## config.mk

```make
export PLATFORM = sky130hd
export DESIGN_NAME = qlf_k6n10_seq_alu_flat
export DESIGN_NICKNAME = d
export VERILOG_FILES = /design/src/rtl/qlf_k6n10_seq_alu_if.sv /design/src/rtl/qlf_k6n10_seq_alu.sv /design/src/flat_wrapper.sv
export SDC_FILE = /design/constraint.sdc
export NUM_CORES = 1
export LEC_CHECK = 0
export BUFFER_PORTS_ARGS = -buffer_cell sky130_fd_sc_hd__buf_2
export CORE_UTILIZATION = 30
export CTS_CLUSTER_SIZE = 10
export DETAILED_ROUTE_END_ITERATION = 8
export SKIP_CTS_REPAIR_TIMING = 1
export SYNTH_ARGS = -nofsm -noshare
export SYNTH_HDL_FRONTEND = slang
export SYNTH_SLANG_ARGS = --single-unit
export TNS_END_PERCENT = 30
```

## constraint.sdc

```tcl
create_clock -name clk -period 11.7 [get_ports clk]
set_clock_uncertainty 0.2 [all_clocks]
set_input_delay 0 -clock clk [delete_from_list [all_inputs] [get_ports clk]]
set_output_delay 0 -clock clk [all_outputs]
set_load 0.01 [all_outputs]
```

## src/rtl/qlf_k6n10_seq_alu_if.sv

```systemverilog
// Request/result handshake bundle for the sequential segmented ALU.
interface qlf_k6n10_seq_alu_if #(
  parameter int unsigned WIDTH = 32
);
  logic             in_valid;
  logic             in_ready;
  logic [WIDTH-1:0] a;
  logic [WIDTH-1:0] b;
  logic             ci;
  logic             bi;
  logic             out_valid;
  logic             out_ready;
  logic [WIDTH-1:0] y;
  logic [WIDTH-1:0] x;
  logic [WIDTH-1:0] co;

  // Requester / result consumer side
  modport master (
    output in_valid, a, b, ci, bi, out_ready,
    input  in_ready, out_valid, y, x, co
  );

  // ALU side
  modport slave (
    input  in_valid, a, b, ci, bi, out_ready,
    output in_ready, out_valid, y, x, co
  );
endinterface

```

## src/rtl/qlf_k6n10_seq_alu.sv

```systemverilog
// Multi-cycle $alu: one SEG-bit carry-chain segment per clock, inter-segment
// carry kept in a register, valid/ready on both request and result sides.
module qlf_k6n10_seq_alu #(
  parameter int unsigned WIDTH = 32,
  parameter int unsigned SEG   = 8
) (
  input  logic                 clk,
  input  logic                 resetn,
  qlf_k6n10_seq_alu_if.slave   bus
);

  localparam int unsigned NSEG  = WIDTH / SEG;
  localparam int unsigned SEG_W = (NSEG > 1) ? $clog2(NSEG) : 1;

  typedef enum logic [1:0] {
    IDLE = 2'd0,
    RUN  = 2'd1,
    DONE = 2'd2
  } state_t;

  state_t           state_q, state_d;
  logic [SEG_W-1:0] seg_q, seg_d;
  logic             carry_q, carry_d;
  logic [WIDTH-1:0] aa_q, aa_d;
  logic [WIDTH-1:0] bb_q, bb_d;
  logic [WIDTH-1:0] y_q, y_d;
  logic [WIDTH-1:0] x_q, x_d;
  logic [WIDTH-1:0] co_q, co_d;
  logic             out_valid_q, out_valid_d;

  logic             accept;
  int unsigned      base;
  logic [SEG-1:0]   seg_a;
  logic [SEG-1:0]   seg_b;
  logic [SEG-1:0]   seg_s;
  logic [SEG-1:0]   seg_co;
  logic             rc;
  logic             seg_cout;

  assign bus.in_ready  = (state_q == IDLE) && resetn;
  assign accept        = bus.in_valid && bus.in_ready;
  assign bus.out_valid = out_valid_q;
  assign bus.y         = y_q;
  assign bus.x         = x_q;
  assign bus.co        = co_q;

  // Ripple carry across the active segment, seeded by the held carry
  always_comb begin
    base   = 32'(seg_q) * SEG;
    seg_a  = aa_q[base +: SEG];
    seg_b  = bb_q[base +: SEG];
    seg_s  = '0;
    seg_co = '0;
    rc     = carry_q;
    for (int unsigned i = 0; i < SEG; i++) begin
      seg_s[i]  = seg_a[i] ^ seg_b[i] ^ rc;
      rc        = (seg_a[i] & seg_b[i]) | (rc & (seg_a[i] ^ seg_b[i]));
      seg_co[i] = rc;
    end
    seg_cout = rc;
  end

  // Next-state and datapath update
  always_comb begin
    state_d     = state_q;
    seg_d       = seg_q;
    carry_d     = carry_q;
    aa_d        = aa_q;
    bb_d        = bb_q;
    y_d         = y_q;
    x_d         = x_q;
    co_d        = co_q;
    out_valid_d = out_valid_q;
    case (state_q)
      IDLE: begin
        if (accept) begin
          aa_d    = bus.a;
          bb_d    = bus.bi ? ~bus.b : bus.b;
          carry_d = bus.ci;
          seg_d   = '0;
          state_d = RUN;
        end
      end
      RUN: begin
        y_d[base +: SEG]  = seg_s;
        x_d[base +: SEG]  = seg_a ^ seg_b;
        co_d[base +: SEG] = seg_co;
        carry_d           = seg_cout;
        if (seg_q == SEG_W'(NSEG - 1)) begin
          state_d     = DONE;
          out_valid_d = 1'b1;
        end else begin
          seg_d = seg_q + SEG_W'(1);
        end
      end
      DONE: begin
        if (out_valid_q && bus.out_ready) begin
          out_valid_d = 1'b0;
          state_d     = IDLE;
        end
      end
      default: begin
        state_d     = IDLE;
        out_valid_d = 1'b0;
      end
    endcase
  end

  // State and datapath registers with synchronous active-low reset
  always_ff @(posedge clk) begin
    if (!resetn) begin
      state_q     <= IDLE;
      seg_q       <= '0;
      carry_q     <= 1'b0;
      aa_q        <= '0;
      bb_q        <= '0;
      y_q         <= '0;
      x_q         <= '0;
      co_q        <= '0;
      out_valid_q <= 1'b0;
    end else begin
      state_q     <= state_d;
      seg_q       <= seg_d;
      carry_q     <= carry_d;
      aa_q        <= aa_d;
      bb_q        <= bb_d;
      y_q         <= y_d;
      x_q         <= x_d;
      co_q        <= co_d;
      out_valid_q <= out_valid_d;
    end
  end

endmodule

```

## src/flat_wrapper.sv

```systemverilog
// flat-port wrapper written by rule: the top's interface ports become plain ports
module qlf_k6n10_seq_alu_flat 
#(
  parameter int unsigned WIDTH = 32,
  parameter int unsigned SEG   = 8
)
  (clk, resetn, bus_in_valid, bus_a, bus_b, bus_ci, bus_bi, bus_out_ready, bus_in_ready, bus_out_valid, bus_y, bus_x, bus_co);
  qlf_k6n10_seq_alu_if #(.WIDTH(WIDTH)) bus_i ();
  input  logic clk;
  input  logic resetn;
  input wire logic [$bits(bus_i.in_valid)-1:0] bus_in_valid;
  input wire logic [$bits(bus_i.a)-1:0] bus_a;
  input wire logic [$bits(bus_i.b)-1:0] bus_b;
  input wire logic [$bits(bus_i.ci)-1:0] bus_ci;
  input wire logic [$bits(bus_i.bi)-1:0] bus_bi;
  input wire logic [$bits(bus_i.out_ready)-1:0] bus_out_ready;
  output wire logic [$bits(bus_i.in_ready)-1:0] bus_in_ready;
  output wire logic [$bits(bus_i.out_valid)-1:0] bus_out_valid;
  output wire logic [$bits(bus_i.y)-1:0] bus_y;
  output wire logic [$bits(bus_i.x)-1:0] bus_x;
  output wire logic [$bits(bus_i.co)-1:0] bus_co;
  assign bus_i.in_valid = bus_in_valid;
  assign bus_i.a = bus_a;
  assign bus_i.b = bus_b;
  assign bus_i.ci = bus_ci;
  assign bus_i.bi = bus_bi;
  assign bus_i.out_ready = bus_out_ready;
  assign bus_in_ready = bus_i.in_ready;
  assign bus_out_valid = bus_i.out_valid;
  assign bus_y = bus_i.y;
  assign bus_x = bus_i.x;
  assign bus_co = bus_i.co;
  qlf_k6n10_seq_alu #(.WIDTH(WIDTH), .SEG(SEG)) u_core (.clk(clk), .resetn(resetn), .bus(bus_i));
endmodule
```

==> qor.yml <==
dp_hpwl_um: 14010
critPathArrivalTime_ns: 6.05
switching_share_pct: 27.15
cts_tree: "yes"
cp_max_fo: 20
grt_pass1_wl_um: 31130
yosysUniqueCellTypes: 39
clk-insertion-delay-late_ns: 0.43
outcome: "finished, violations left"
cts.sinks: 166
wirelength_um: 20690
cts_root_buf: "clkbuf_16"
first_pass_iters: 7
regArea_sq_um: 3323
htreeDepth: 4
gp_congestion: 0.7721
worstSetupEndpointType: "register"
cap_violations: 0
place_area_sq_um: 7755
p_sw_w: 0.0003665
seq_area_frac_synth_pct: 48.98
slew_headroom_pct: 23.21
drtAntennaViolNets: 0
required_ns: 11.83
clkTransAtPathRegs_ns: 0.07
syn_area_sq_um: 6785
peakVddDrop_uv: 77.87
syn_inst: 711
synthArstFlopShare_pct: 0
rrSetupSlack_ns: 5.78
n_antenna_cell: 0
p_int_w: 0.0009835
avgSynthCellArea_sq_um: 9.543
gr-usage-all-layers_pct: 17.46
fp.dieH_um: 152.4
drt_drc_violations_left: 13
wire_per_inst_um: 17.30
synth_edf_count: 0
vias_per_cell: 4.957
num-nets-final: 995
grt_max_degree: 99
fin_crit_sh_pct: 50.63
hp-class: "in -> reg"
cts_made_buffers: 17
setup_viol: 0
p_comb_share_pct: 12.4
place_inst: 1097
violations: "DRC"
antenna_found_initial: 0
period_needed_ns: 5.924
p_seq_share_pct: 44.6
n_fill_cell: 2223
maxSlewViolCount: 0
num_vias: 5929
instances_no_fill: 1196
hold_violations: 0
leakage_nw: 3.901
start_kind: "register"
ys_seq_elements: 166
fmax_ghz: 0.1688
clk_path_buf_depth: 2
dieArea_sq_um: 23220
fin_area_sq_um: 9037
grt_remaining_overflow: 0
syn-num-nets: 803
power_density_nw_per_um2: 149.4
core_area_sq_um: 22030
io_buffers: 167
area_growth_pct: 33.19
multiInputGateArea_sq_um: 3142
postSynth.topFlopCell: "dfxtp_1"
drtIter0Drc: 384
fin_setup_tns_ns: 0
tightest_slew_ns: 1.148
first_global_vias: 5316
synth_warnings: 0
ios: 168
start_util_pct: 30.81
rsz0062_at_grt: "false"
die_w_um: 152.4
drive_above_1_share_pct: 25.11
rows: 54
clockPowerShare_pct: 43.0
worstSetupPathType: "reg -> reg"
==> flip-flops by register name, summed over array words and instances, names as in the netlist <==
register / cells
u_core.bus.co: 32
u_core.aa_q: 32
u_core.seg_q: 2
u_core.bus.out_valid: 1
u_core.bb_q: 32
u_core.bus.x: 32
u_core.bus.y: 32
u_core.state_q: 2
u_core.carry_q: 1
==> synth_stat cells, types with 2 or more instances <==
cell        n  share of area [%]
o21ai_0    46                3.4
buf_1      11               0.61
nor4bb_1    2               0.30
nand3_1   136                 10
nor2_1      3               0.17
ha_1       14                2.6
o31ai_1    12                1.3
and3b_1     4               0.52
o21ai_1    11               0.81
buf_6       2               0.33
nand3b_1    4               0.44
fa_1        8                2.4
nand2_1   114                6.3
clkbuf_1   37                2.0
a32o_1     32                4.7
a21oi_1     2               0.15
o31ai_2     4               0.74
buf_4       3               0.33
buf_2      14                1.0
xnor2_1    32                4.1
dfxtp_1   166                 49
o22ai_1     9               0.83
mux4_2     16                5.3
inv_1      14               0.77
==> power groups by stage <==
stage | Combinational (W) | Clock [W] | Sequential, W
final | 0.000167 | 0.000580 | 0.000602
after global routing | 0.000181 | 0.000617 | 0.000605
after CTS | 0.000150 | 0.000593 | 0.000602
after detailed placement | 0.000149 | 0 | 0.000615
after global placement | 0.000148 | 0 | 0.000614
after floorplan | 0.0000943 | 0 | 0.000609
==> final timing paths <==
| check | startpoint | to | depth (start not counted) |
|---|---|---|---|
| worst min register to register | u_core.aa_q[18]$_SDFFE_PN0P_ | u_core.aa_q[18]$_SDFFE_PN0P_ | 2 |
| worst min-delay path | resetn | u_core.bus.y[16]$_SDFFE_PN0P_ | 3 |
| worst max-delay path | u_core.seg_q[1]$_SDFFE_PN0P_ | u_core.bus.y[15]$_SDFFE_PN0P_ | 15 |
| worst max register to register | u_core.seg_q[1]$_SDFFE_PN0P_ | u_core.bus.y[15]$_SDFFE_PN0P_ | 15 |
==> metrics by stage <==
stage               hold slack, ns  utilization (%)  worst slack [ns]  power (W)
finish                    0.009451            41.03             5.776   0.001350
CTS                        -0.4637            37.99             5.725   0.001345
global placement          -0.01387            35.21             5.879  0.0007625
floorplan                  -0.1011                -             6.513  0.0007038
global route               0.04276            41.03             5.419   0.001404
detailed placement        -0.01157            35.21             5.749  0.0007640
==> critical path: stages (launching register included) <==
cell,delay (ns)
dfxtp_1,0.92
mux4_2,0.44
inv_1,0.09
fa_1,0.30
inv_1,0.09
fa_1,0.48
fa_1,0.52
fa_1,0.51
fa_1,0.42
inv_1,0.18
fa_1,0.32
inv_1,0.08
fa_1,0.36
inv_1,0.17
fa_1,0.50
o31ai_1,0.25
==> routing by layer <==
metal	track usage (%)	up-vias	share of wire, %
li1	-	2897	-
met1	24.05	2803	46
met2	27.08	205	46
met3	3.783	24	5.8
met4	5.734	0	1.8
met5	0	-	0
==> logic make-up (layout without fill, tap and decap cells) <==
logic type / count (synthesis) / in the layout / share of synthesized area [%]
simple gates: 274 / 274 / 19.09
mux: 17 / 17 / 5.458
buf+inv: 82 / 287 / 5.182
flops: 166 / 166 / 48.98
xor+xnor: 32 / 32 / 4.131
compound gates: 118 / 118 / 12.23
fa+ha+maj: 22 / 22 / 4.942
==> layout make-up <==
| class | instances | share of cell area, % |
|---|---|---|
| multi-input cells | 463 | 34.76 |
| repair buffers | 240 | 17.20 |
| clock inverters | 15 | 2.063 |
| flip-flops and latches | 166 | 36.77 |
| clock buffers | 17 | 4.707 |
| inverters | 15 | 0.6230 |
| well taps | 280 | 3.877 |
==> cells in the final DEF (no fill, tap or decap), drive strengths merged, types with 16 or more instances in the layout <==
cell type    Yosys  final
nand3          136    136
clkbuf          37     17
o31ai           16     16
mux4            16     16
buf             30    173
nand2          114    114
xnor2           32     32
a32o            32     32
o21ai           57     57
inv             15     24
dlygate4sd3      0     67
dfxtp          166    166
Power figures use the tool's default switching activity.
